**src/rtl/sumador_sched.sv**
```systemverilog
// sumador_sched: round-robin scheduler that lends the shared 8-bit adder to
// one of two requesters at a time, drives the adder enable for the requested
// burst length, and reports completion plus any carry-out seen in the burst.
module sumador_sched #(
    parameter int LEN_W = 8,
    parameter int GAP   = 2
) (
    input  logic             clk,
    input  logic             rst,
    input  logic [1:0]       req,
    input  logic [LEN_W-1:0] len0,
    input  logic [LEN_W-1:0] len1,
    input  logic             cout,
    output logic             enable,
    output logic [1:0]       gnt,
    output logic [1:0]       done,
    output logic             ovf,
    output logic             busy
);

    // Gap counter only needs to reach GAP-1; keep it at least one bit wide.
    localparam int GAP_W = (GAP > 2) ? $clog2(GAP) : 1;

    typedef enum logic [1:0] {
        S_IDLE,
        S_RUN,
        S_DONE,
        S_GAP
    } state_t;

    state_t             state_q, state_d;
    logic [LEN_W-1:0]   cnt_q, cnt_d;
    logic [1:0]         gnt_q, gnt_d;
    logic               last_q, last_d;
    logic               ovf_acc_q, ovf_acc_d;
    logic [GAP_W-1:0]   gap_q, gap_d;
    logic               winner;
    logic [LEN_W-1:0]   winLen;

    // State and datapath registers; reset parks the scheduler in IDLE with
    // requester 1 marked as last so requester 0 wins the first tie.
    always_ff @(posedge clk or posedge rst) begin
        if (rst) begin
            state_q   <= S_IDLE;
            cnt_q     <= '0;
            gnt_q     <= '0;
            last_q    <= 1'b1;
            ovf_acc_q <= 1'b0;
            gap_q     <= '0;
        end else begin
            state_q   <= state_d;
            cnt_q     <= cnt_d;
            gnt_q     <= gnt_d;
            last_q    <= last_d;
            ovf_acc_q <= ovf_acc_d;
            gap_q     <= gap_d;
        end
    end

    // Next-state logic: arbitrate in IDLE, count the burst down in RUN,
    // then pass through DONE and the optional GAP back to IDLE.
    always_comb begin
        state_d   = state_q;
        cnt_d     = cnt_q;
        gnt_d     = gnt_q;
        last_d    = last_q;
        ovf_acc_d = ovf_acc_q;
        gap_d     = gap_q;
        winner    = 1'b0;
        winLen    = len0;

        case (state_q)
            S_IDLE: begin
                if (req != 2'b00) begin
                    if (req == 2'b01) begin
                        winner = 1'b0;
                    end else if (req == 2'b10) begin
                        winner = 1'b1;
                    end else begin
                        winner = ~last_q;
                    end
                    winLen    = winner ? len1 : len0;
                    last_d    = winner;
                    gnt_d     = winner ? 2'b10 : 2'b01;
                    cnt_d     = winLen;
                    ovf_acc_d = 1'b0;
                    state_d   = (winLen == '0) ? S_DONE : S_RUN;
                end
            end
            S_RUN: begin
                cnt_d     = cnt_q - LEN_W'(1);
                ovf_acc_d = ovf_acc_q | cout;
                if (cnt_q == LEN_W'(1)) begin
                    state_d = S_DONE;
                end
            end
            S_DONE: begin
                ovf_acc_d = ovf_acc_q | cout;
                gap_d     = '0;
                state_d   = (GAP > 0) ? S_GAP : S_IDLE;
            end
            S_GAP: begin
                if (gap_q == GAP_W'(GAP - 1)) begin
                    state_d = S_IDLE;
                end else begin
                    gap_d = gap_q + GAP_W'(1);
                end
            end
            default: begin
                state_d = S_IDLE;
            end
        endcase
    end

    // Outputs decoded from the state register so reset drops them at once.
    always_comb begin
        enable = (state_q == S_RUN);
        gnt    = ((state_q == S_RUN) || (state_q == S_DONE)) ? gnt_q : 2'b00;
        done   = (state_q == S_DONE) ? gnt_q : 2'b00;
        ovf    = (state_q == S_DONE) && ovf_acc_q;
        busy   = (state_q != S_IDLE);
    end

endmodule

```
**config.mk**
```make
export PLATFORM = sky130hd
export DESIGN_NAME = sumador_sched
export DESIGN_NICKNAME = d
export VERILOG_FILES = /design/src/rtl/sumador_sched.sv
export SDC_FILE = /design/constraint.sdc
export NUM_CORES = 1
export LEC_CHECK = 0
export ABC_AREA = 1
export BUFFER_PORTS_ARGS = -buffer_cell sky130_fd_sc_hd__buf_2
export CELL_PAD_IN_SITES_DETAIL_PLACEMENT = 1
export CELL_PAD_IN_SITES_GLOBAL_PLACEMENT = 1
export CORE_MARGIN = 2
export CORE_UTILIZATION = 39
export CTS_BUF_LIST = sky130_fd_sc_hd__clkbuf_16
export DETAILED_ROUTE_END_ITERATION = 8
export HOLD_SLACK_MARGIN = 0.08
export PLACE_DENSITY = 0.83
export SETUP_SLACK_MARGIN = 0.05
export SLEW_MARGIN = 0
export SYNTH_ARGS = -nofsm -noshare
export SYNTH_HDL_FRONTEND = slang
export SYNTH_SLANG_ARGS = --single-unit
```
**constraint.sdc**
```tcl
create_clock -name clk -period 2.4 [get_ports clk]
set_input_delay 0.36 -clock clk [delete_from_list [all_inputs] [get_ports clk]]
set_output_delay 0.36 -clock clk [all_outputs]
set_load 0.03 [all_outputs]
```
; Word-level counts from Yosys, hierarchy flattened
; Cells that the tools add are included.
[totals]
output_inout_bits = 7
register_bits = 15
word_cells = 52
inputBits = 21
[classes]
n_eq_ne = 9
bitwise_logic = 2
mux = 19
n_addsub = 2
n_reduce_logical = 14
[op_table]
columns = operator, count
row1 = two-way mux 8 bit, 2
row2 = one-hot mux 8 bit (2 select lines), 1
row3 = two-way mux 2 bit, 7
row4 = nonzero test 2 bit, 5
row5 = "== test 8 x 1 -> 1 bit, second input constant", 1
row6 = logical NOT 8 bit, 1
row7 = one-hot mux 2 bit (4 select lines), 1
row8 = "subtractor 8 x 1 -> 8 bit, second input constant", 1
row9 = "== test 2 bit, second input constant", 3
row10 = two-way mux 1 bit, 6
row11 = AND reduction 2 bit, 3
row12 = "== test 2 x 1 -> 1 bit, second input constant", 2
row13 = "inequality test 2 bit, second input constant", 2
row14 = one-hot mux 1 bit (2 select lines), 2
row15 = AND reduction 3 bit, 1
row16 = logical NOT 2 bit, 1
row17 = "inequality test 2 x 1 -> 1 bit, second input constant", 1
row18 = OR reduction 2 bit, 1
row19 = "adder 1 bit, second input constant", 1
row20 = logical AND 1 bit, 1
row21 = logical OR 1 bit, 1
row22 = NOT 1 bit, 1
row23 = OR 1 bit, 1

; Longest topological paths before layout
[logic_depth]
word_depth = 10
ltp_mapped = 10
mapped_depth_nobuf = 10

; Worst setup path before layout
; No wires, ideal clock.
[synth_timing]
kind = reg-to-reg
start = reg state_q[1]
end = reg cnt_q[2]
t_required_ns = 2.318
setup_slack_ns = 0.697
n_path_buf = 1
arrival_ns = 1.621
setup_time_ns = 0.082
path_stages_with_launch = 8
period_less_slack_ns = 1.703
cell_sequence = dfrtp_1 inv_1 ha_1 inv_1 o21ai_2 buf_2 o21ai_0 o22ai_1
[synth_between]
elab_chain_cells = 3
elab_cells_between_ends = 6
cone_classes = 2 x eq/ne / 1 x mux / 3 x reduce/logical
[synth_rtl]
columns = item, line_no
row1 = start: declaration, 31  ; state_t state_q, state_d;
row2 = start signal: assignment, 51  ; state_q <= state_d;
row3 = == test 2 x 1 -> 1 bit *, -
row4 = net enable, 14  ; output logic enable,
row5 = nonzero test 2 bit (no source line), -
row6 = AND reduction 2 bit (no source line), -
row7 = end signal: assignment, 52  ; cnt_q <= cnt_d;
row8 = end: declaration, 32  ; logic [LEN_W-1:0] cnt_q, cnt_d;
; The timed path passes the listed nets; every way through them passes the cells marked *.
; A chain may end at the register's enable or synchronous reset.

; Worst setup path after layout
[layout_timing]
start = reg state_q[0]
end = out gnt[0]
[layout_between]
elab_chain_cells = 3
elab_cells_between_ends = 4
cone_classes = 2 x eq/ne / 1 x mux / 1 x reduce/logical
[layout_rtl]
columns = item, line_no
row1 = == test 2 x 1 -> 1 bit or == test 2 bit (tied branches), 118  ; gnt = ((state_q == S_RUN) || (state_q == S_DONE)) ? gnt_q : 2'b00;
row2 = logical OR 1 bit *, 118
row3 = two-way mux 2 bit *, 118
row4 = end: declaration, 15  ; output logic [1:0] gnt,
; Mark *: on every way between the ends. The rest lies on a longest branch, timed or not.

==> metrics <==
Die ar.=~3400 um^2; drt wl/cell=14.2 um; vias in the first global route=approximately 1,300; CTS Buffer Depth=2; Reg clk slew, reported paths=around 50 ps; Compound-Gate Fraction of Synth Area=0.154; Max-Cap Viols=0; Post-CTS Resized=0; outcome=completed; Initial Utilization=0.413; Port Buf Inserts=27; Worst path depth=5; CP Buf/Inv Count=3; routed vias=1,159; row count=19; pre-CTS setup slack=625 ps; H-tree depth=1; Iteration-0 DRC Markers=33; # DRC=0; syn_area_per_cell=6.95 um^2; clk_lat worst skew=250 ps; CTS root buf=clkbuf_16; FF-to-FF setup slack=570 ps; die height=~58 um; CP Capture Type=primary output; IR drop worst, VDD=approximately 0.84 mV; final worst slack=570 ps; slowest stage cell, crit path=dfrtp_1; hold violation count in the final report=0; overall routing resource usage=0.221; nets=224; commonest non-fill, non-tap cell in the layout=nand2_1; Worst Hold Slack=168 ps; Fmax achieved=roughly 550 MHz; min Tclk post-route=1830 ps; Post-Syn Nets=192; largest family of logic cells by synthesized area=simple AND/OR/NAND/NOR gates; GPL Wtd Cong=0.858; Most Frequent Cell on Critical Path=inv_1; antenna violations before repair=0; Core Area=2760 um^2; Setup crit end=gnt[0]; cells after synthesis=164; Clock Skews=between 1.5 and 2 ps; XOR/XNOR share of the synthesized area=0.00768; CP required=2040 ps; final wirelength=~3.2 mm; Synth Warn #=0; crit share post-route=0.762; Tightest Pin Transition=around 600 ps; CP max FO=5; mux cell area share after synthesis=0; worst hold path class=in2async; TritonRoute pass-1 iters=4; register area share after synthesis=0.330; FF+latch count, synth=15; clock sinks=15; Synth cell types=26; area grow syn2layout=22.8%; first-pass GRT wire length=between 5 and 6 mm; pin count of the biggest net entering global routing=16; Slew Limit Fails=0; static leakage=0.796 nW; Post-Synth Simple-Gate Area=0.322; relative slew slack=0.605; GRT overflow=0; most frequent cells in the layout=nand2_1, inv_1, buf_2, nor2_1, dfrtp_1; RSZ-0062 raised after global routing=no; Post-Synth Adder-Cell Area=0.0768; # IOs=28; CP cell instances=inv_1 -> ha_1 -> nand2_1 -> inv_1 -> buf_2; Worst setup SP type=flop; via density per instance=5.13; synthesized area=about 1100 um^2; CP max stage delay=~420 ps; cts bufs inserted=3; Critical R2R Capture=cnt_q[7]$_DFFE_PP0P_; antenna cells=0; Setup TNS Final=0 ps; Die X=58.1 um; Worst Path Arrival=1470 ps; reg2reg start=state_q[1]$_DFFE_PP0P_; Worst setup startpoint=state_q[0]$_DFFE_PP0P_; dpl hpwl=~2.5 mm; final antenna-violating net count=0; critical path class=reg2out; post-route total power=slightly above 2 mW; Post-CTS Hold Buffers=0; CTS tree=built; Post-CTS Setup Inserts=0; Final Setup Violations=0; Crit path max-delay family=flip-flops; layout cells sized above 1=0.221; Worst Reg2Reg Path Length in Cells=9; Power Density=1470 nW/um^2
cell usage after synthesis (all sizes together):
| cell | n | area (um^2) |
|---|---|---|
| ha | 7 | 87.6 |
| clkbuf | 1 | 3.75 |
| nor2 | 16 | 67.6 |
| dfstp | 1 | 26.3 |
| dfrtp | 14 | 350 |
| nand2 | 46 | 211 |
| o211ai | 1 | 7.51 |
| nand3 | 11 | 55.1 |
| nand3b | 3 | 22.5 |
| o21bai | 1 | 7.51 |
| nor3 | 2 | 10.0 |
| inv | 31 | 116 |
| o21ai | 15 | 82.6 |
| buf | 1 | 5.00 |
| a22oi | 1 | 7.51 |
| a21oi | 7 | 38.8 |
| xnor2 | 1 | 8.76 |
| o22ai | 4 | 25.0 |
| a31oi | 1 | 6.26 |
flip-flops by register name, indices dropped and copies added, names as in the netlist:
signal	cells
cnt_q	8
gnt_q	2
state_q	2
gap_q	1
last_q	1
ovf_acc_q	1
cells by family after synthesis:
family	Yosys count
compound gates	30
xor+xnor	1
fa+ha+maj	7
buf+inv	33
flops	15
simple gates	78
power breakdown:
| part | switching, mW | total, mW | internal [mW] |
|---|---|---|---|
| sequential | 0.111 | 0.507 | 0.396 |
| combinational | 0.805 | 1.21 | 0.404 |
| clock | 0.115 | 0.338 | 0.223 |
| total | 1.03 | 2.05 | 1.02 |
stage by stage:
step | util | instances | instance area [um^2]
floorplan | - | 164 | 1140
global placement | 0.479 | 222 | 1320
detailed placement | 0.479 | 222 | 1320
CTS | 0.508 | 226 | 1400
global route | 0.508 | 226 | 1400
finish | 0.508 | 226 | 1400
cell type report:
class | count | area (um^2)
Clock buffer | 3 | 75.1
Clock inverter | 1 | 5.00
Fill cell | 383 | 1360
Inverter | 31 | 116
Multi-Input combinational cell | 116 | 638
Sequential cell | 15 | 377
Tap cell | 31 | 38.8
Timing Repair Buffer | 29 | 150
worst reg2reg max path, cell delays in order (launching register included):
cell and delay, ps:
dfrtp_1 420, inv_1 120, ha_1 180, inv_1 150, o21ai_2 310, o21ai_0 200, nor2_1 160, nand2_1 70
nand2_1 60, nand2_1 50
metal layers:
| metal | global-route usage | vias to the layer above | share of wire |
|---|---|---|---|
| met2 | 0.391 | 21 | 0.51 |
| li1 | - | 580 | - |
| met1 | 0.273 | 554 | 0.45 |
| met4 | 0.0764 | 0 | 0.011 |
| met5 | 0 | - | 0 |
| met3 | 0.0313 | 4 | 0.028 |
how the worst min path moves through the flow:
stage,startpoint,end,slack (ps),cells after the start
2_1_floorplan,rst,cnt_q[0]$_DFFE_PP0P_,260,1
3_3_place_gp,rst,gap_q$_DFFE_PP0P_,450,2
3_5_place_dp,rst,gap_q$_DFFE_PP0P_,470,2
4_1_cts,rst,gap_q$_DFFE_PP0P_,200,2
5_1_grt,rst,gap_q$_DFFE_PP0P_,220,2
6_report,rst,gap_q$_DFFE_PP0P_,170,2
Power figures use the tool's default switching activity.
